<file path="src/rtl/icache_pkg.sv">
// Shared constants and FSM encoding for the direct-mapped instruction cache.
package icache_pkg;

  localparam int unsigned NUM_SETS    = 8;
  localparam int unsigned BLOCK_WORDS = 4;
  localparam int unsigned TAG_W       = 25;
  localparam int unsigned LINE_W      = 32 * BLOCK_WORDS;

  localparam int unsigned OFFSET_LSB = 2;
  localparam int unsigned INDEX_LSB  = 4;
  localparam int unsigned TAG_LSB    = 7;

  typedef enum logic [1:0] {
    StIdle    = 2'd0,
    StMemRead = 2'd1,
    StUpdate  = 2'd2
  } icache_state_e;

endpackage

</file>
<file path="src/rtl/icache_line_store.sv">
// Valid/tag/data arrays for the instruction cache: one combinational read port, one write port.
module icache_line_store
  import icache_pkg::*;
#(
  parameter int unsigned NumSets = NUM_SETS,
  parameter int unsigned TagW    = TAG_W,
  localparam int unsigned IdxW   = $clog2(NumSets)
) (
  input  logic              clk,
  input  logic              rst_n,
  input  logic [IdxW-1:0]   rd_index,
  output logic              rd_valid,
  output logic [TagW-1:0]   rd_tag,
  output logic [LINE_W-1:0] rd_data,
  input  logic              wr_en,
  input  logic [IdxW-1:0]   wr_index,
  input  logic [TagW-1:0]   wr_tag,
  input  logic [LINE_W-1:0] wr_data
);

  logic [NumSets-1:0] valid_q;
  logic [TagW-1:0]    tag_q  [NumSets];
  logic [LINE_W-1:0]  data_q [NumSets];

  always_ff @(posedge clk or negedge rst_n) begin
    if (!rst_n) begin
      valid_q <= '0;
    end else if (wr_en) begin
      valid_q[wr_index] <= 1'b1;
    end
  end

  // Tags and data are left uninitialised; a clear valid bit masks them.
  always_ff @(posedge clk) begin
    if (wr_en) begin
      tag_q[wr_index]  <= wr_tag;
      data_q[wr_index] <= wr_data;
    end
  end

  assign rd_valid = valid_q[rd_index];
  assign rd_tag   = tag_q[rd_index];
  assign rd_data  = data_q[rd_index];

endmodule

</file>
<file path="src/rtl/instruction_cache_controller.sv">
// Direct-mapped read-only instruction cache; fills whole 128-bit blocks from main memory on a miss.
module instruction_cache_controller
  import icache_pkg::*;
(
  input  logic              clk,
  input  logic              reset,
  input  logic [31:0]       address,
  output logic [31:0]       instruction,
  output logic              busywait,
  output logic              mem_read,
  output logic [27:0]       mem_address,
  input  logic [LINE_W-1:0] mem_readdata,
  input  logic              mem_busywait
);

  localparam int unsigned IdxW = $clog2(NUM_SETS);

  icache_state_e state_q, state_d;
  logic [27:0]   miss_addr_q, miss_addr_d;

  logic [IdxW-1:0]   index;
  logic [TAG_W-1:0]  tag;
  logic [1:0]        offset;
  logic              unused_byte_bits;
  logic              line_valid;
  logic [TAG_W-1:0]  line_tag;
  logic [LINE_W-1:0] line_data;
  logic              hit;
  logic              fill;
  logic              fsm_busy;

  assign index            = address[INDEX_LSB +: IdxW];
  assign tag              = address[TAG_LSB +: TAG_W];
  assign offset           = address[OFFSET_LSB +: 2];
  assign unused_byte_bits = ^address[1:0];

  icache_line_store #(
    .NumSets (NUM_SETS),
    .TagW    (TAG_W)
  ) u_line_store (
    .clk      (clk),
    .rst_n    (reset),
    .rd_index (index),
    .rd_valid (line_valid),
    .rd_tag   (line_tag),
    .rd_data  (line_data),
    .wr_en    (fill),
    .wr_index (miss_addr_q[IdxW-1:0]),
    .wr_tag   (miss_addr_q[IdxW +: TAG_W]),
    .wr_data  (mem_readdata)
  );

  assign hit         = line_valid && (line_tag == tag);
  assign instruction = line_data[32 * offset +: 32];

  always_ff @(posedge clk or negedge reset) begin
    if (!reset) begin
      state_q     <= StIdle;
      miss_addr_q <= '0;
    end else begin
      state_q     <= state_d;
      miss_addr_q <= miss_addr_d;
    end
  end

  always_comb begin
    state_d     = state_q;
    miss_addr_d = miss_addr_q;
    fsm_busy    = 1'b1;
    mem_read    = 1'b0;
    fill        = 1'b0;
    unique case (state_q)
      StIdle: begin
        fsm_busy = ~hit;
        if (!hit) begin
          state_d     = StMemRead;
          miss_addr_d = address[31:4];
        end
      end
      StMemRead: begin
        mem_read = 1'b1;
        if (!mem_busywait) begin
          fill    = 1'b1;
          state_d = StUpdate;
        end
      end
      StUpdate: state_d = StIdle;
      default:  state_d = StIdle;
    endcase
  end

  assign mem_address = miss_addr_q;
  // Never stall the upstream reset logic.
  assign busywait    = reset & fsm_busy;

endmodule

</file>
<file path="config.mk">
export PLATFORM = sky130hd
export DESIGN_NAME = instruction_cache_controller
export DESIGN_NICKNAME = d
export VERILOG_FILES = /design/src/rtl/icache_pkg.sv /design/src/rtl/icache_line_store.sv /design/src/rtl/instruction_cache_controller.sv
export SDC_FILE = /design/constraint.sdc
export NUM_CORES = 1
export LEC_CHECK = 0
export ABC_CLOCK_PERIOD_IN_PS = 11200
export CAP_MARGIN = 10
export CORE_ASPECT_RATIO = 1.25
export CORE_MARGIN = 2
export CORE_UTILIZATION = 50
export DETAILED_ROUTE_END_ITERATION = 10
export GPL_ROUTABILITY_DRIVEN = 0
export PLACE_DENSITY = 0.68
export SKIP_LAST_GASP = 1
export SLEW_MARGIN = 10
export SYNTH_ARGS = -nofsm -noshare
export SYNTH_HDL_FRONTEND = slang
export SYNTH_SLANG_ARGS = --single-unit
</file>
<file path="constraint.sdc">
create_clock -name clk -period 11.2 [get_ports clk]
set_clock_uncertainty 0.1 [all_clocks]
set_input_delay 1.68 -clock clk [delete_from_list [all_inputs] [get_ports clk]]
set_output_delay 1.68 -clock clk [all_outputs]
set_load 0.03 [all_outputs]
</file>
Word level (Yosys, flattened, before mapping). Memory sizes are Yosys's and may differ from the RTL's. Index checks and enable logic that the tools add are counted.

Flip-flop bits (word level): 38. Memory bits (writable): 1224. Bits of input ports: 163. Output and inout bits: 62. Word-level logic and storage cells: 34. Memories kept: 2.

Magnitude comparators: 3. Equality and inequality tests: 4. Shift-type cells: 1. Multiplexer cells: 13. Bitwise gates (word level): 3. Reduce and logical (&&, ||, !) cells: 5.

Memory list: u_line_store.data_q (words 8, width 128, read ports 1, clocked after memory_dff 0, wr ports 1, RTL line icache_line_store.sv:23) `logic [LINE_W-1:0] data_q [NumSets];`; u_line_store.tag_q (words 8, width 25, read ports 1, clocked after memory_dff 0, wr ports 1, RTL line icache_line_store.sv:22) `logic [TagW-1:0] tag_q [NumSets];`.

Operators by type and width (number): indexed part select 128 x 8 -> 32 bit (1); == test 25 bit (1); less-than comparator 3 x 4 -> 1 bit, second input constant (2); 2-to-1 mux 1 bit (8); bitwise OR 8 bit (1); 2-to-1 mux 2 bit (2); != test 2 bit, second input constant (2); case mux 2 bit (2 select lines) (1); AND reduction 2 bit (2); binary-select mux 1 bit (select 3 bit) (1); demux 1 bit (select 3 bit) (1); >= comparator 3 x 1 -> 1 bit, second input constant (1); == test 2 x 1 -> 1 bit, second input constant (1); logical AND 1 bit (2); zero test 2 bit (1); AND 1 bit (1); inverter 1 bit (1).

Depth between registers and ports, before layout. Gate-level depths: netlist of the first run.

Depth in word-level cells: 6. Mapped depth: 12. Mapped depth without buffers: 7.

Hierarchy. A second synthesis of the first run with hierarchy kept.

Cell total of the unflattened synthesis: 1950. Area, all modules: 48564.1 µm².

Modules (own cells, without submodules): icache_line_store (times used 1, cells each 1803, area each 46254.4 µm², sequential area each 36955.4 µm²); instruction_cache_controller (times used 1, cells each 147, area each 2309.7 µm², sequential area each 750.7 µm²).

Least setup slack after synthesis of the first run. Ideal clock, no wire load.

Path type: in2reg. Start point: in mem_busywait. End point: reg u_line_store.valid_q[1]. Setup time: 0.131 ns. Arrival time: 13.272 ns. Required time: 10.969 ns. Path slack: -2.303 ns. Cell stages on the path: 4. Path buffers: 0. Cell sequence: nor2b_1 nand2_1 nor3_1 or2_2.

Longest elaborated chain between the ends: 2.

RTL lines: start, declared (RTL line instruction_cache_controller.sv:13) `input logic mem_busywait`; 2-to-1 mux 1 bit (RTL line instruction_cache_controller.sv:82) `if (!mem_busywait) begin`; 2-to-1 mux 1 bit (RTL line instruction_cache_controller.sv:72) `unique case (state_q)`; end signal, assigned (RTL line icache_line_store.sv:27) `valid_q <= '0;`; end signal, assigned by index (RTL line icache_line_store.sv:29) `valid_q[wr_index] <= 1'b1;`; end, declared (RTL line icache_line_store.sv:21) `logic [NumSets-1:0] valid_q;`.

No other way between the ends. A chain may end at the register's enable or synchronous reset.

Final worst setup path of the first run.
Start point: in address[4]. End point: out busywait.

Longest elaborated chain between the ends: 6. Elaborated cells between the ends (all ways): 8. Classes of those cells: eq/ne: 1; mux: 3; bitwise: 2; reduce/logical: 1; memory: 1.

RTL lines: start, declared (RTL line instruction_cache_controller.sv:7) `input logic [31:0] address,`; memory read (8 x 25 bit) or binary-select mux 1 bit (select 3 bit) (tied branches); == test 25 bit or 2-to-1 mux 1 bit (tied branches) (RTL line instruction_cache_controller.sv:53, icache_line_store.sv:41); logical AND 1 bit (*) (RTL line instruction_cache_controller.sv:53) `assign hit = line_valid && (line_tag == tag);`; inverter 1 bit (no line) (*); 2-to-1 mux 1 bit (*) (RTL line instruction_cache_controller.sv:72); AND 1 bit (*) (RTL line instruction_cache_controller.sv:94) `assign busywait = reset & fsm_busy;`; end, declared (RTL line instruction_cache_controller.sv:9) `output logic busywait,`.

Mark *: on every way between the ends. The rest lies on a longest branch, timed or not. The select of a mux whose other input is x is not followed.

==> results of run 1 <==
## layout make-up
cell class                      count  area, µm²
Timing Repair Buffer              254       2540
Multi-Input combinational cell    546       9920
Antenna cell                        9       22.5
Tap cell                         1290       1610
Fill cell                        6721      39800
Sequential cell                  1262      37700
Clock inverter                     64        619
Clock buffer                      155       3270
## cell families after synthesis
logic type / count (synthesis)
flip-flops: 1262
multiplexers: 461
buffers and inverters: 94
AND/OR/NAND/NOR: 42
AO/OA/AOI/OAI: 23
XOR/XNOR: 20
## power groups by stage
stage	combinational [W]	clock (W)	sequential [W]
after floorplan	0.000701	0	0.00619
after global placement	0.00136	0	0.00603
after detailed placement	0.00138	0	0.00608
after CTS	0.00138	0.00404	0.00598
after global routing	0.00143	0.00422	0.00602
final	0.00135	0.00396	0.00597
## worst max-delay path: stages
cell	delay, ns
buf_8	0.70
buf_12	0.66
mux4_2	0.61
mux2i_1	0.18
xor2_1	0.22
o21ai_0	0.14
nor4_2	0.38
nand3_1	0.16
o31a_1	0.28
clkdlybuf4s50_1	0.59
## final timing paths
kind	start	end	slack, ns	cells after the start
max	address[4]	busywait	3.74	10
min	u_line_store.valid_q[7]	u_line_store.valid_q[7]	0.37	1
max reg2reg	state_q[0]	u_line_store.data_q[6][72]	6.83	6
min reg2reg	u_line_store.valid_q[7]	u_line_store.valid_q[7]	0.37	1
max in group asynchronous	reset	mem_address[0]	9.59	2
min in group asynchronous	reset	mem_address[10]	0.99	2
## through the flow
stage | hold slack [ns] | power (W) | std cells | area, µm² | utilization (%)
2_1_floorplan | 0.334 | 0.00689 | 1902 | 48000 | -
3_3_place_gp | 0.346 | 0.00739 | 3352 | 51800 | 54.2
3_5_place_dp | 0.354 | 0.00745 | 3352 | 51800 | 54.2
4_1_cts | 0.370 | 0.0114 | 3571 | 55700 | 58.3
5_1_grt | 0.385 | 0.0117 | 3572 | 55700 | 58.3
6_report | 0.367 | 0.0113 | 3580 | 55700 | 58.3
## sequential cells by signal, summed over array words and instances (netlist names)
name / count
u_line_store.tag_q: 200
state_q: 2
mem_address: 28
u_line_store.data_q: 1024
u_line_store.valid_q: 8
## routing by layer
layer	track usage (%)	up-vias	routed length, µm	share of wire (%)
li1	-	8830	-	-
met1	26.7	11270	39200	39
met2	35.7	599	52400	52
met3	4.92	151	6960	6.9
met4	4.78	24	1700	1.7
met5	0	-	154	0.15
## placed cells by master, fill, tap and decap left out, types with 8 or more instances in the layout
cell type | synthesis | final
clkinv_1 | 0 | 19
xor2_1 | 15 | 15
edfxtp_1 | 1224 | 1224
mux2_2 | 51 | 51
clkdlybuf4s50_1 | 0 | 216
mux2i_1 | 39 | 39
buf_4 | 5 | 27
clkbuf_8 | 0 | 11
a22oi_1 | 10 | 10
or2_2 | 8 | 8
diode_2 | 0 | 9
dfrtp_1 | 38 | 38
mux4_2 | 362 | 362
bufinv_16 | 0 | 11
clkbuf_1 | 38 | 23
clkbuf_16 | 0 | 121
clkinv_2 | 0 | 24
mux2_4 | 9 | 9
==> flow_summary.toml, run 1 <==
[logic_synthesis]
synth_area_um2 = 48000
syn-num-nets = 2065
synth_fa_ha_area_share_pct = 0
synthSimpleGateAreaFrac_pct = 0.509
syn_area_per_cell_um2 = 25.2
ys.flop_type = "edfxtp_1"
synth_top_area_share_pct = 76.6
synthCells = 1902
synth_top_family_by_area = "multiplexers"
synthMuxAreaShare_pct = 19.3
yosys.area.top_type = "edfxtp_1"
ys_types = 35
ys_warn_count = 0
synth_edf_count = 1224
yosys.area_share.xor_xnor_pct = 0.365
async_flop_share_pct = 3.01
yosys-top-cells-area = "edfxtp_1 77%, mux4_2 17%, dfrtp_1 2.0%"
ys_ff_latch = 1262
synth_common_cells = "1224 x edfxtp_1, 362 x mux4_2, 51 x mux2_2"
synth_compound_area_share_pct = 0.336
yosysSeqAreaShare_pct = 78.6
yosysMostFrequentCell = "edfxtp_1"

[route]
drt_pre_antenna_iters = 7
wl_per_cell_um = 28.1
vias_per_cell = 5.83
ant_nets = 0
vias = 20874
drc_errors = 0
drt-initial-drc-count = 1726
postRouteWirelength_um = 100000

[die]
die_w_um = 281
core_um2 = 95500
die_h_um = 350
io_pins = 225
floorplan.die_area_um2 = 98500
rows = 127
start_util_pct = 50.2

[global_route]
grtUsageTotal_pct = 20.7
grt_remaining_overflow = 0
grt_antenna_before_repair = 16
grt_first_pass_wirelength_um = 147000
grt_start_max_net_pins = 158
grt_pass1_vias = 22477

[critical_path]
worstPathArrival_ns = 5.68
path_class = "in -> out"
required_ns = 9.42
start_kind = "input port"
endpoint_kind = "primary output"
cp_max_fo = 113

[timing]
relSlewSlack_pct = 21.1
finalSetupViolations = 0
min_period_ns = 7.46
rsz0062_at_grt = "no"
slew_viol_final = 0
worst_pin_slew_ns = 1.18
timing_hold_violations_final = 0
fmax_mhz = 134
period_share_pct = 66.7
setup-tns-final_ns = 0
setup_slack_ns = 3.74

[clock_network]
clkLatencyLatePin_ns = 0.69
clkSinkCount = 1262
post_cts_buffers = 0
clock_path_buffers = 3
cts_made_buffers = 117
path_clk_slew_ns = 0.06
cts_hold_buf = 0
ctsHtreeMaxLevel = 3
cts_tree = "built"
cts_resized = 0
cts_root_buf = "clkbuf_16"

[power]
p_sw_share_pct = 23.5
clkPwrFrac_pct = 35.1
power.switching_w = 0.00265
intPower_w = 0.00863
peakVddDrop_v = 0.000198
seqPwrFrac_pct = 52.9
comb_power_share_pct = 11.9
power_density_nw_per_um2 = 203
cellLeakagePower_nw = 17.5

[finish]
drive_gt1_share_pct = 28.8
area_growth_pct = 16.1
nNetsFinal = 2344

[placement]
pre_cts_ws_ns = 3.46
hpwl_um = 54400
io_buffers = 222

[worst_hold_path]
hold_path_class = "reg -> reg"

[job]
maxCapViolations = 0

[status]
status = "finished, final reports clean"
Note: power is estimated with default switching activity, not from simulation.
==> inputs of run 2 (changes only) <==
--- a/config.mk
+++ b/config.mk
@@ -5,7 +5,7 @@
 export SDC_FILE = /design/constraint.sdc
 export NUM_CORES = 1
 export LEC_CHECK = 0
-export ABC_CLOCK_PERIOD_IN_PS = 11200
+export ABC_CLOCK_PERIOD_IN_PS = 6200
 export CAP_MARGIN = 10
 export CORE_ASPECT_RATIO = 1.25
 export CORE_MARGIN = 2
==> constraint.sdc (replaced) <==
create_clock -name clk -period 6.2 [get_ports clk]
set_clock_uncertainty 0.1 [all_clocks]
set_input_delay 0.93 -clock clk [delete_from_list [all_inputs] [get_ports clk]]
set_output_delay 0.93 -clock clk [all_outputs]
set_load 0.03 [all_outputs]
==> flow_summary.toml, run 2 (same netlist as run 1, synthesis figures left out) <==
[status]
status = "finished, final reports clean"

[route]
drt-initial-drc-count = 1842
vias = 20831
ant_nets = 0
drt_pre_antenna_iters = 6
drc_errors = 0
postRouteWirelength_um = 101000
vias_per_cell = 5.82
wl_per_cell_um = 28.2

[critical_path]
path_class = "in -> out"
worstPathArrival_ns = 4.18
cp_max_fo = 84
reg2reg_depth = 8
reg2reg_from = "u_line_store.tag_q[7][1]"
r2r-end = "mem_address[4]"
required_ns = 5.17
start_kind = "input port"
endpoint_kind = "primary output"
reg2reg_slack_ns = 2.62
endpoint = "instruction[19]"
timing.critical_path.from = "address[4]"

[finish]
seq_area_um2 = 37700
fillers = 6701
area_growth_pct = 16.3
drive_gt1_share_pct = 28.7
largest_reg_flops = 1024
final_cell_mix = "1224 x edfxtp_1, 362 x mux4_2, 216 x clkdlybuf4s50_1, 118 x clkbuf_16, 51 x mux2_2"
nNetsFinal = 2348
final_common_cell = "edfxtp_1"
largest_register = "u_line_store.data_q"
stdcell_area_um2 = 55800
postLayoutCoreUtil_pct = 58.4
multi_input_area_um2 = 9920

[die]
rows = 127
die_h_um = 350
floorplan.die_area_um2 = 98500
die_w_um = 281
io_pins = 225
core_um2 = 95500
start_util_pct = 50.2

[clock_network]
cts_root_buf = "clkbuf_16"
clkLatencyLatePin_ns = 0.70
cts_resized = 0
path_clk_slew_ns = 0.06
cts_made_buffers = 115
clkSinkCount = 1262
post_cts_buffers = 0
clock_path_buffers = 3
cts_hold_buf = 0
cts_tree = "built"
ctsHtreeMaxLevel = 3

[timing]
worst_pin_slew_ns = 1.25
min_period_ns = 5.21
relSlewSlack_pct = 16.6
fmax_mhz = 192
slew_viol_final = 0
finalSetupViolations = 0
timing_hold_violations_final = 0
period_share_pct = 84.0
rsz0062_at_grt = "no"

[power]
peakVddDrop_v = 0.000340
cellLeakagePower_nw = 17.5
power_density_nw_per_um2 = 363

[global_route]
grtUsageTotal_pct = 20.7
grt_first_pass_wirelength_um = 147000
grt_pass1_vias = 22492
grt_antenna_before_repair = 22
grt_remaining_overflow = 0
grt_start_max_net_pins = 127

[job]
maxCapViolations = 0

[placement]
postPlaceCellArea_um2 = 52000
io_buffers = 222
hpwl_um = 55000

[worst_hold_path]
hold_path_class = "in -> async"
-- run 2: cell types whose count changed in the layout (fill, tap and decap cells not counted), sizes merged --
cell and change:
buf +6, bufinv -1, clkbuf -5, clkinv +3, clkinvlp -2, diode -4
inv +1
-- run 2: final cells by class --
class,instances,area share [%]
multi-input combinational,546,17.8
sequential,1262,67.6
clock buffer,150,5.67
antenna,5,0.0224
timing repair buffer,260,4.99
clock inverter,65,1.07
tap,1290,2.89
-- run 2: how the worst min path moves through the flow --
stage                                  startpoint                      end  slack [ns]  depth (start not counted)
after detailed placement  u_line_store.valid_q[0]  u_line_store.valid_q[0]        0.35                          1
after global routing                        reset           mem_address[8]        0.25                          2
after CTS                                   reset          mem_address[11]        0.22                          2
final                                       reset           mem_address[6]        0.24                          2
after global placement    u_line_store.valid_q[2]  u_line_store.valid_q[2]        0.35                          1
after floorplan           u_line_store.valid_q[2]  u_line_store.valid_q[2]        0.33                          1
-- run 2: per-layer routing --
metal / GRT usage (%) / wire length, µm / vias to the layer above / part of all wire [%]
met3: 4.55 / 6240 / 154 / 6.2
met1: 26.9 / 39700 / 11241 / 39
li1: - / - / 8832 / -
met2: 35.4 / 52700 / 580 / 52
met5: 0 / 165 / - / 0.16
met4: 5.60 / 2130 / 24 / 2.1
-- run 2: through the flow --
| stage | cells | TNS (ns) | hold slack [ns] | worst slack, ns | power (W) |
|---|---|---|---|---|---|
| after floorplan | 1902 | -2586.82 | 0.334 | -2.35 | 0.0125 |
| after global placement | 3358 | 0 | 0.345 | 0.905 | 0.0134 |
| after detailed placement | 3358 | 0 | 0.353 | 0.900 | 0.0135 |
| after CTS | 3573 | 0 | 0.216 | 0.901 | 0.0205 |
| after global routing | 3576 | 0 | 0.250 | 0.786 | 0.0209 |
| final | 3578 | 0 | 0.236 | 0.991 | 0.0203 |
-- run 2: critical path: stages --
cell and delay (ns):
buf_8 0.40, buf_12 0.51, mux4_2 0.60, mux4_2 0.57
mux2_2 0.35, clkdlybuf4s50_1 0.60
-- run 2: report_power, final --
group,internal [W],switching (W)
Sequential,0.0104,0.000373
Clock,0.00400,0.00300
Combinational,0.00105,0.00143
